$ cat config.mk
export PLATFORM = sky130hd
export DESIGN_NAME = icache_responder
export DESIGN_NICKNAME = d
export VERILOG_FILES = /design/src/rtl/icache_responder.sv
export SDC_FILE = /design/constraint.sdc
export NUM_CORES = 1
export LEC_CHECK = 0
export ABC_AREA = 1
export CAP_MARGIN = 30
export CORE_UTILIZATION = 50
export CTS_CLUSTER_SIZE = 14
export DETAILED_ROUTE_END_ITERATION = 8
export PLACE_DENSITY = 0.7
export SETUP_SLACK_MARGIN = 0.15
export SLEW_MARGIN = 20
export SYNTH_ARGS = -nofsm -noshare
export SYNTH_HDL_FRONTEND = slang
export SYNTH_SLANG_ARGS = --single-unit
$ cat constraint.sdc
create_clock -name clk -period 5.1 [get_ports clk]
set_input_delay 0.765 -clock clk [delete_from_list [all_inputs] [get_ports clk]]
set_output_delay 0.765 -clock clk [all_outputs]
set_load 0.01 [all_outputs]
$ cat src/rtl/icache_responder.sv
// Direct-mapped, one-word-per-line instruction cache front end.
// Hits are answered combinationally; misses stall fetch and refill one word from backing memory.
module icache_responder #(
  parameter int unsigned LINES = 16,
  parameter int unsigned TAG_W = 32 - 2 - $clog2(LINES)
) (
  input  logic        clk,
  input  logic        reset,
  input  logic [31:0] pc_f,
  input  logic        fetch_en,
  input  logic        flush,
  output logic [31:0] instr_f,
  output logic        instr_valid_f,
  output logic        stall_f,
  output logic        mem_req,
  output logic [31:0] mem_addr,
  input  logic        mem_ack,
  input  logic [31:0] mem_rdata,
  output logic [15:0] miss_count
);

  localparam int unsigned IDX_W = $clog2(LINES);

  typedef enum logic {IDLE, REFILL} state_t;

  state_t            state, state_nxt;
  logic [LINES-1:0]  valid;
  logic [TAG_W-1:0]  tag_mem  [LINES];
  logic [31:0]       data_mem [LINES];
  logic [IDX_W-1:0]  idx;
  logic [TAG_W-1:0]  tag;
  logic [29:0]       miss_word;
  logic              discard;
  logic [15:0]       miss_cnt;
  logic              miss;
  logic              fill;
  logic              unused_pc_bits;

  assign idx            = pc_f[2 +: IDX_W];
  assign tag            = pc_f[31 -: TAG_W];
  assign unused_pc_bits = ^pc_f[1:0];
  assign mem_addr       = {miss_word, 2'b00};
  assign miss_count     = miss_cnt;

  always_ff @(posedge clk or posedge reset) begin
    if (reset) state <= IDLE;
    else       state <= state_nxt;
  end

  // Outputs are gated by reset so the front end sees a quiet cache while reset is held.
  always_comb begin
    state_nxt     = state;
    miss          = 1'b0;
    fill          = 1'b0;
    instr_f       = '0;
    instr_valid_f = 1'b0;
    stall_f       = 1'b0;
    mem_req       = 1'b0;
    if (!reset) begin
      case (state)
        IDLE: begin
          if (fetch_en) begin
            if (!flush && valid[idx] && (tag_mem[idx] == tag)) begin
              instr_valid_f = 1'b1;
              instr_f       = data_mem[idx];
            end else begin
              stall_f = 1'b1;
              if (!flush) begin
                miss      = 1'b1;
                state_nxt = REFILL;
              end
            end
          end
        end
        REFILL: begin
          mem_req = 1'b1;
          stall_f = 1'b1;
          if (mem_ack) begin
            fill      = 1'b1;
            state_nxt = IDLE;
          end
        end
        default: state_nxt = IDLE;
      endcase
    end
  end

  always_ff @(posedge clk or posedge reset) begin
    if (reset) begin
      valid     <= '0;
      miss_word <= '0;
      discard   <= 1'b0;
      miss_cnt  <= '0;
    end else begin
      if (miss) begin
        miss_word <= pc_f[31:2];
        if (miss_cnt != '1) miss_cnt <= miss_cnt + 16'd1;
      end
      // A flush during refill poisons the returning word; the flag dies with the refill.
      if (state == REFILL) discard <= fill ? 1'b0 : (discard | flush);
      if (flush)
        valid <= '0;
      else if (fill && !discard)
        valid[miss_word[IDX_W-1:0]] <= 1'b1;
    end
  end

  always_ff @(posedge clk) begin
    if (fill) begin
      tag_mem[miss_word[IDX_W-1:0]]  <= miss_word[29 -: TAG_W];
      data_mem[miss_word[IDX_W-1:0]] <= mem_rdata;
    end
  end

endmodule

==> flow_summary.yaml, run 1 <==
sta:
  fin_crit_sh_pct: 91.5
  hold_viol_final: 0
  finClkSkew_ps: 16.0
  maxSlewViolCount: 0
  max_freq_ghz: 0.214
  worstMarginPinSlew_ps: 986
  rsz0062_at_grt: "false"
  setup_viol: 0
  min_period_ps: 4660
  fin_tns_setup_ps: 0
  timing.hold.ws_ps: 409
  maxSlewHeadroom_pct: 34.3
  final.setup.worst_slack_ps: 436
synth:
  synth_cell_type_count: 33
  synth_seq_cells: 992
  synth-main-ff-cell: "edfxtp_1"
  synth-seq-area-share_pct: 72.4
  avgSynthCellArea_um2: 11.8
  synth_edf_count: 928
  postSynthCellCount: 3459
  syn_area_um2: 40700
  async_flop_share_pct: 6.45
  yosys_warnings: 0
floorplanning:
  die_w_um: 287
  coreArea_um2: 80500
  dieArea_um2: 82600
  die_height_um: 287
  io_pins: 152
  rows: 104
  initial_utilization_pct: 50.6
clocking:
  cts_buffers: 99
  htree_levels: 3
  root_buffer: "clkbuf_16"
  clkSinkCount: 992
  insertion_delay_ps: 660
  clk_path_buf_depth: 3
  path_clk_slew_ps: 60
  cts_tree: "done"
layout:
  nNetsFinal: 3639
  drive_gt1_share_pct: 6.74
  syn_to_final_growth_pct: 14.7
  mostFrequentLayoutCells: "946 x nand2_1, 928 x edfxtp_1, 296 x nand3_1"
  layout_commonest_cell: "nand2_1"
placement:
  dp_hpwl_um: 50500
  portBuffers: 147
  place_ws_ps: 154
  place_congestion: 0.835
setup_path:
  ff2ff_path_depth: 18
  end_kind: "primary output"
  r2r_start: "tag_mem[0][5]"
  rrSetupSlack_ps: 1760
  path_class: "primary input to primary output"
  worst-path-max-fanout: 84
  crit_required_ps: 4340
  worstReg2RegEnd: "miss_word[13]"
  critPathLaunch: "pc_f[2]"
  crit_arrival_ps: 3900
  start_kind: "primary input"
global_route:
  grt_pass1_wl_um: 155000
  grt_antenna_before_repair: 2
  grtUsageMet3_pct: 3.10
  top_usage_layer: "met2"
  overflow: 0
  first_global_vias: 25500
  grt_usage_pct: 24.9
  grt_max_degree: 125
  globalRouteMet2Util_pct: 41.5
  grt_util_met1_pct: 34.1
routing:
  wl_um: 103000
  dr.pass1.iters: 6
  drtIter0Drc: 2847
  vias_per_cell: 5.70
  postRouteAntennaNets: 0
  vias: 26900
  drc: 0
  wl_per_cell_um: 21.9
power_and_ir_drop:
  p_leak_nw: 17.2
  peakVddDrop_mv: 0.303
  power_density_nw_per_um2: 382
run_status:
  outcome: "finished, final reports clean"
worst_hold_path:
  hold_class: "primary input to async pin"
run:
  max-cap-violations: 0
-- per-stage QoR --
stage	total power [mW]	std cells	cell area [um^2]	utilization [%]
detailed placement	11.0	4527	43500	54.0
floorplan	10.3	3460	40700	-
global placement	11.0	4527	43500	54.0
global route	18.4	4712	46700	58.0
finish	17.8	4713	46700	58.0
CTS	17.9	4711	46700	57.9
-- synthesized netlist by cell type, types with 4 or more instances --
library cell	n	area (um^2)
edfxtp_1	928	27900
a221oi_1	117	1020
o31ai_1	32	240
or2_2	6	37.5
xor2_1	11	96.3
a31oi_1	6	37.5
buf_2	56	280
buf_4	21	158
nand3_1	297	1490
o21ai_0	40	200
nor3_1	23	115
buf_1	27	101
nand4_1	25	156
o21ai_1	38	190
nand2_1	947	3550
nor2_1	163	612
xnor2_1	4	35.0
dfrtp_1	64	1600
inv_1	248	931
clkbuf_1	108	405
a21oi_1	258	1290
o211ai_1	23	173
-- worst max-delay path by stage --
stage	cells after the start	slack [ps]	to
after floorplan	5	-690	data_mem[4][0]
after global placement	19	190	instr_f[3]
after detailed placement	19	150	instr_f[2]
after CTS	20	160	instr_f[2]
after global routing	22	200	instr_f[12]
final	19	440	instr_f[12]
-- cell families after synthesis --
| kind of cell | count (synthesis) | synth area share [%] |
|---|---|---|
| xor gates and xnor gates | 15 | 0.323 |
| DFF | 992 | 72.4 |
| adders and majority gates | 1 | 0.0307 |
| buffers and inverters | 469 | 4.75 |
| other | 1 | 0.00921 |
| and+or+nand+nor | 1464 | 14.7 |
| AOI/OAI and AO/OA | 517 | 7.82 |
-- area by class of cell --
class | instances | area, um^2
Inverter | 253 | 995
Tap cell | 1060 | 1330
Clock inverter | 48 | 429
Timing Repair Buffer | 223 | 2360
Fill cell | 6361 | 33800
Antenna cell | 1 | 2.50
Timing Repair inverter | 1 | 11.3
Sequential cell | 992 | 29500
Multi-Input combinational cell | 1999 | 9420
Clock buffer | 136 | 2700
-- timing repair --
action,4_1_cts,5_1_grt
pin swaps,0,0
hold buffers,0,0
gates resized for setup,1,10
gates cloned,0,1
hold endpoints to repair,0,0
buffers inserted,0,0
setup endpoints to repair,1,32
-- registers in the layout, summed over array words and instances, names as in the netlist --
signal	cells
data_mem	512
state	1
miss_count	16
miss_word	30
tag_mem	416
valid	16
discard	1
-- per-layer routing --
layer | share of wire, % | routed length [um]
met1 | 41 | 41900
met2 | 49 | 50600
met3 | 7.6 | 7850
met4 | 2.6 | 2630
met5 | 0.019 | 20
-- worst max-delay path, cell delays in order --
cell             delay (ps)
buf_12                  210
buf_16                  360
nand2_1                  80
nand2_1                  80
nand2_1                  50
nand3_1                  90
nand3_1                 110
nand3_1                 220
nand2_1                  80
inv_1                    50
nand2_1                  40
nor2_1                  210
nand2_1                  80
nor2_1                   90
nand2_1                 200
nor2_4                  210
inv_4                   160
nor2_1                  150
clkdlybuf4s50_1         550
-- report_power, final --
part	switching (mW)	total, mW	leakage [nW]	internal (mW)
combinational	0.858	1.31	6.44	0.452
sequential	0.297	9.55	9.23	9.26
clock	3.01	6.97	1.52	3.96
total	4.16	17.8	17.2	13.7
(Power assumes the default switching activity.)
==> run 2, diff against run 1 <==
--- a/config.mk
+++ b/config.mk
@@ -8,6 +8,7 @@
 export ABC_AREA = 1
 export CAP_MARGIN = 30
 export CORE_UTILIZATION = 50
+export CTS_CLUSTER_DIAMETER = 40
 export CTS_CLUSTER_SIZE = 14
 export DETAILED_ROUTE_END_ITERATION = 8
 export PLACE_DENSITY = 0.7
==> flow_summary.yaml, run 2 (same netlist as run 1, synthesis figures left out) <==
setup_path:
  critPathMostFrequentCell: "nand2_1"
  cpPeakStageDelay_ps: 550
  crit_arrival_ps: 3850
  r2r_start: "tag_mem[0][5]"
  path_class: "primary input to primary output"
  critical-path-top-delay-family: "simple AND/OR/NAND/NOR gates"
  cp_num_buf_inv: 6
  worst-path-max-fanout: 34
  rrSetupSlack_ps: 1800
  crit_required_ps: 4340
  worstReg2RegEnd: "miss_word[13]"
  critPathLaunch: "pc_f[2]"
  ff2ff_path_depth: 18
  slowest_stage: "clkdlybuf4s50_1"
  end_kind: "primary output"
  start_kind: "primary input"
  critical_path.cell_chain: "buf_12, clkinv_16, buf_4, nand2_1, nand2_1, nand2_1, nand3_1, nand3_1, nand2_1, nand2_1, nand2_1, inv_1, nand2_1, nor2_1, nand2_1, nor2_1, nand2_2, nor2_4, inv_4, nor2_1, clkdlybuf4s50_1"
routing:
  vias_per_cell: 5.70
  wl_per_cell_um: 22.0
  dr.pass1.iters: 6
  wl_um: 104000
  drtIter0Drc: 2873
  drc: 0
  vias: 27100
  postRouteAntennaNets: 0
global_route:
  grt_max_degree: 125
  grt_usage_pct: 25.1
  overflow: 0
  grt_pass1_wl_um: 156000
  grt_antenna_before_repair: 2
  first_global_vias: 26000
layout:
  largest_reg_flops: 512
  syn_to_final_growth_pct: 17.4
  mostFrequentLayoutCells: "945 x nand2_1, 928 x edfxtp_1, 297 x nand3_1"
  drive_gt1_share_pct: 8.66
  fin_area_um2: 47800
  nNetsFinal: 3661
  fin_cells: 4757
  layout_commonest_cell: "nand2_1"
sta:
  maxSlewViolCount: 0
  finClkSkew_ps: 17.3
  hold_viol_final: 0
  setup_viol: 0
  timing.hold.ws_ps: 406
  min_period_ps: 4620
  maxSlewHeadroom_pct: 34.7
  max_freq_ghz: 0.217
  fin_crit_sh_pct: 90.5
  worstMarginPinSlew_ps: 979
  rsz0062_at_grt: "false"
placement:
  placed_cells: 4527
  dpl_cell_area_um2: 43500
  place_congestion: 0.835
  dp_hpwl_um: 50500
  portBuffers: 147
clocking:
  cts_tree: "done"
  root_buffer: "clkbuf_16"
  insertion_delay_ps: 670
  path_clk_slew_ps: 60
  postCtsSetupBuffers: 0
  htree_levels: 3
  postCtsHoldBufs: 0
  clkSinkCount: 992
  clk_path_buf_depth: 3
  cts_buffers: 120
power_and_ir_drop:
  power_density_nw_per_um2: 411
  p_leak_nw: 17.7
  peakVddDrop_mv: 0.310
floorplanning:
  io_pins: 152
  die_height_um: 287
  initial_utilization_pct: 50.6
  coreArea_um2: 80500
  dieArea_um2: 82600
  die_w_um: 287
  rows: 104
worst_hold_path:
  hold_class: "primary input to async pin"
run:
  max-cap-violations: 0
run_status:
  outcome: "finished, final reports clean"
==> run 2: cell count changes in the layout (fill, tap and decap cells not counted), sizes merged <==
cell	previous run	this run
clkinv	43	45
inv	252	264
clkbuf	137	141
bufinv	5	17
clkinvlp	2	16
==> run 2: final cells by class <==
class,count,area (um^2)
fill,6202,32700
sequential,992,29500
multi-input combinational,1999,9420
timing repair buffer,224,2380
tap,1060,1330
inverter,253,995
clock buffer,139,3210
timing repair inverter,1,11.3
clock inverter,88,1000
antenna,1,2.50
==> run 2: per-stage QoR <==
| stage | TNS, ps | setup slack, ps | utilization, % | total power [mW] |
|---|---|---|---|---|
| after floorplan | -572680 | -693 | - | 10.3 |
| after global placement | 0 | 190 | 54.0 | 11.0 |
| after detailed placement | 0 | 154 | 54.0 | 11.0 |
| after CTS | 0 | 170 | 59.3 | 19.8 |
| after global routing | 0 | 130 | 59.4 | 20.2 |
| final | 0 | 483 | 59.4 | 19.7 |
==> run 2: how the worst max path moves through the flow <==
stage | endpoint | cells past startpoint
global route | instr_f[12] | 20
global placement | instr_f[3] | 19
finish | instr_f[2] | 21
floorplan | data_mem[4][0] | 5
CTS | instr_f[2] | 20
detailed placement | instr_f[2] | 19
==> run 2: what timing repair did <==
item                                    CTS  global route
pin swaps                                 0             0
endpoints found under the setup margin   32            32
gates cloned                              0             2
gates resized for setup                   1             9
==> run 2: worst reg2reg max path: stages, from the launching register on <==
cell and delay, ps:
edfxtp_1 370, or2_2 290, nand3_1 80, nand3_1 80, nand3_1 90, nand2_1 70, nand2_1 120, nand2_1 70
inv_1 50, nand2_1 80, nor2_1 220, nand2_1 90, nor2_1 130, nand2_2 150, buf_4 250, nand2_2 520
buf_4 380, nand2_1 90, o21ai_0 100
==> run 2: power by group <==
part	leakage [nW]	switching, mW	total [mW]	internal, mW
registers	9.23	0.297	9.56	9.26
logic	6.45	0.865	1.32	0.454
clock network	2.02	3.39	8.80	5.40
total	17.7	4.55	19.7	15.1
==> run 2: layer usage <==
| metal | wire length, um | track usage, % |
|---|---|---|
| met5 | 20 | 0 |
| met4 | 2770 | 8.43 |
| met3 | 8140 | 3.25 |
| met2 | 51000 | 42.0 |
| met1 | 42500 | 34.0 |
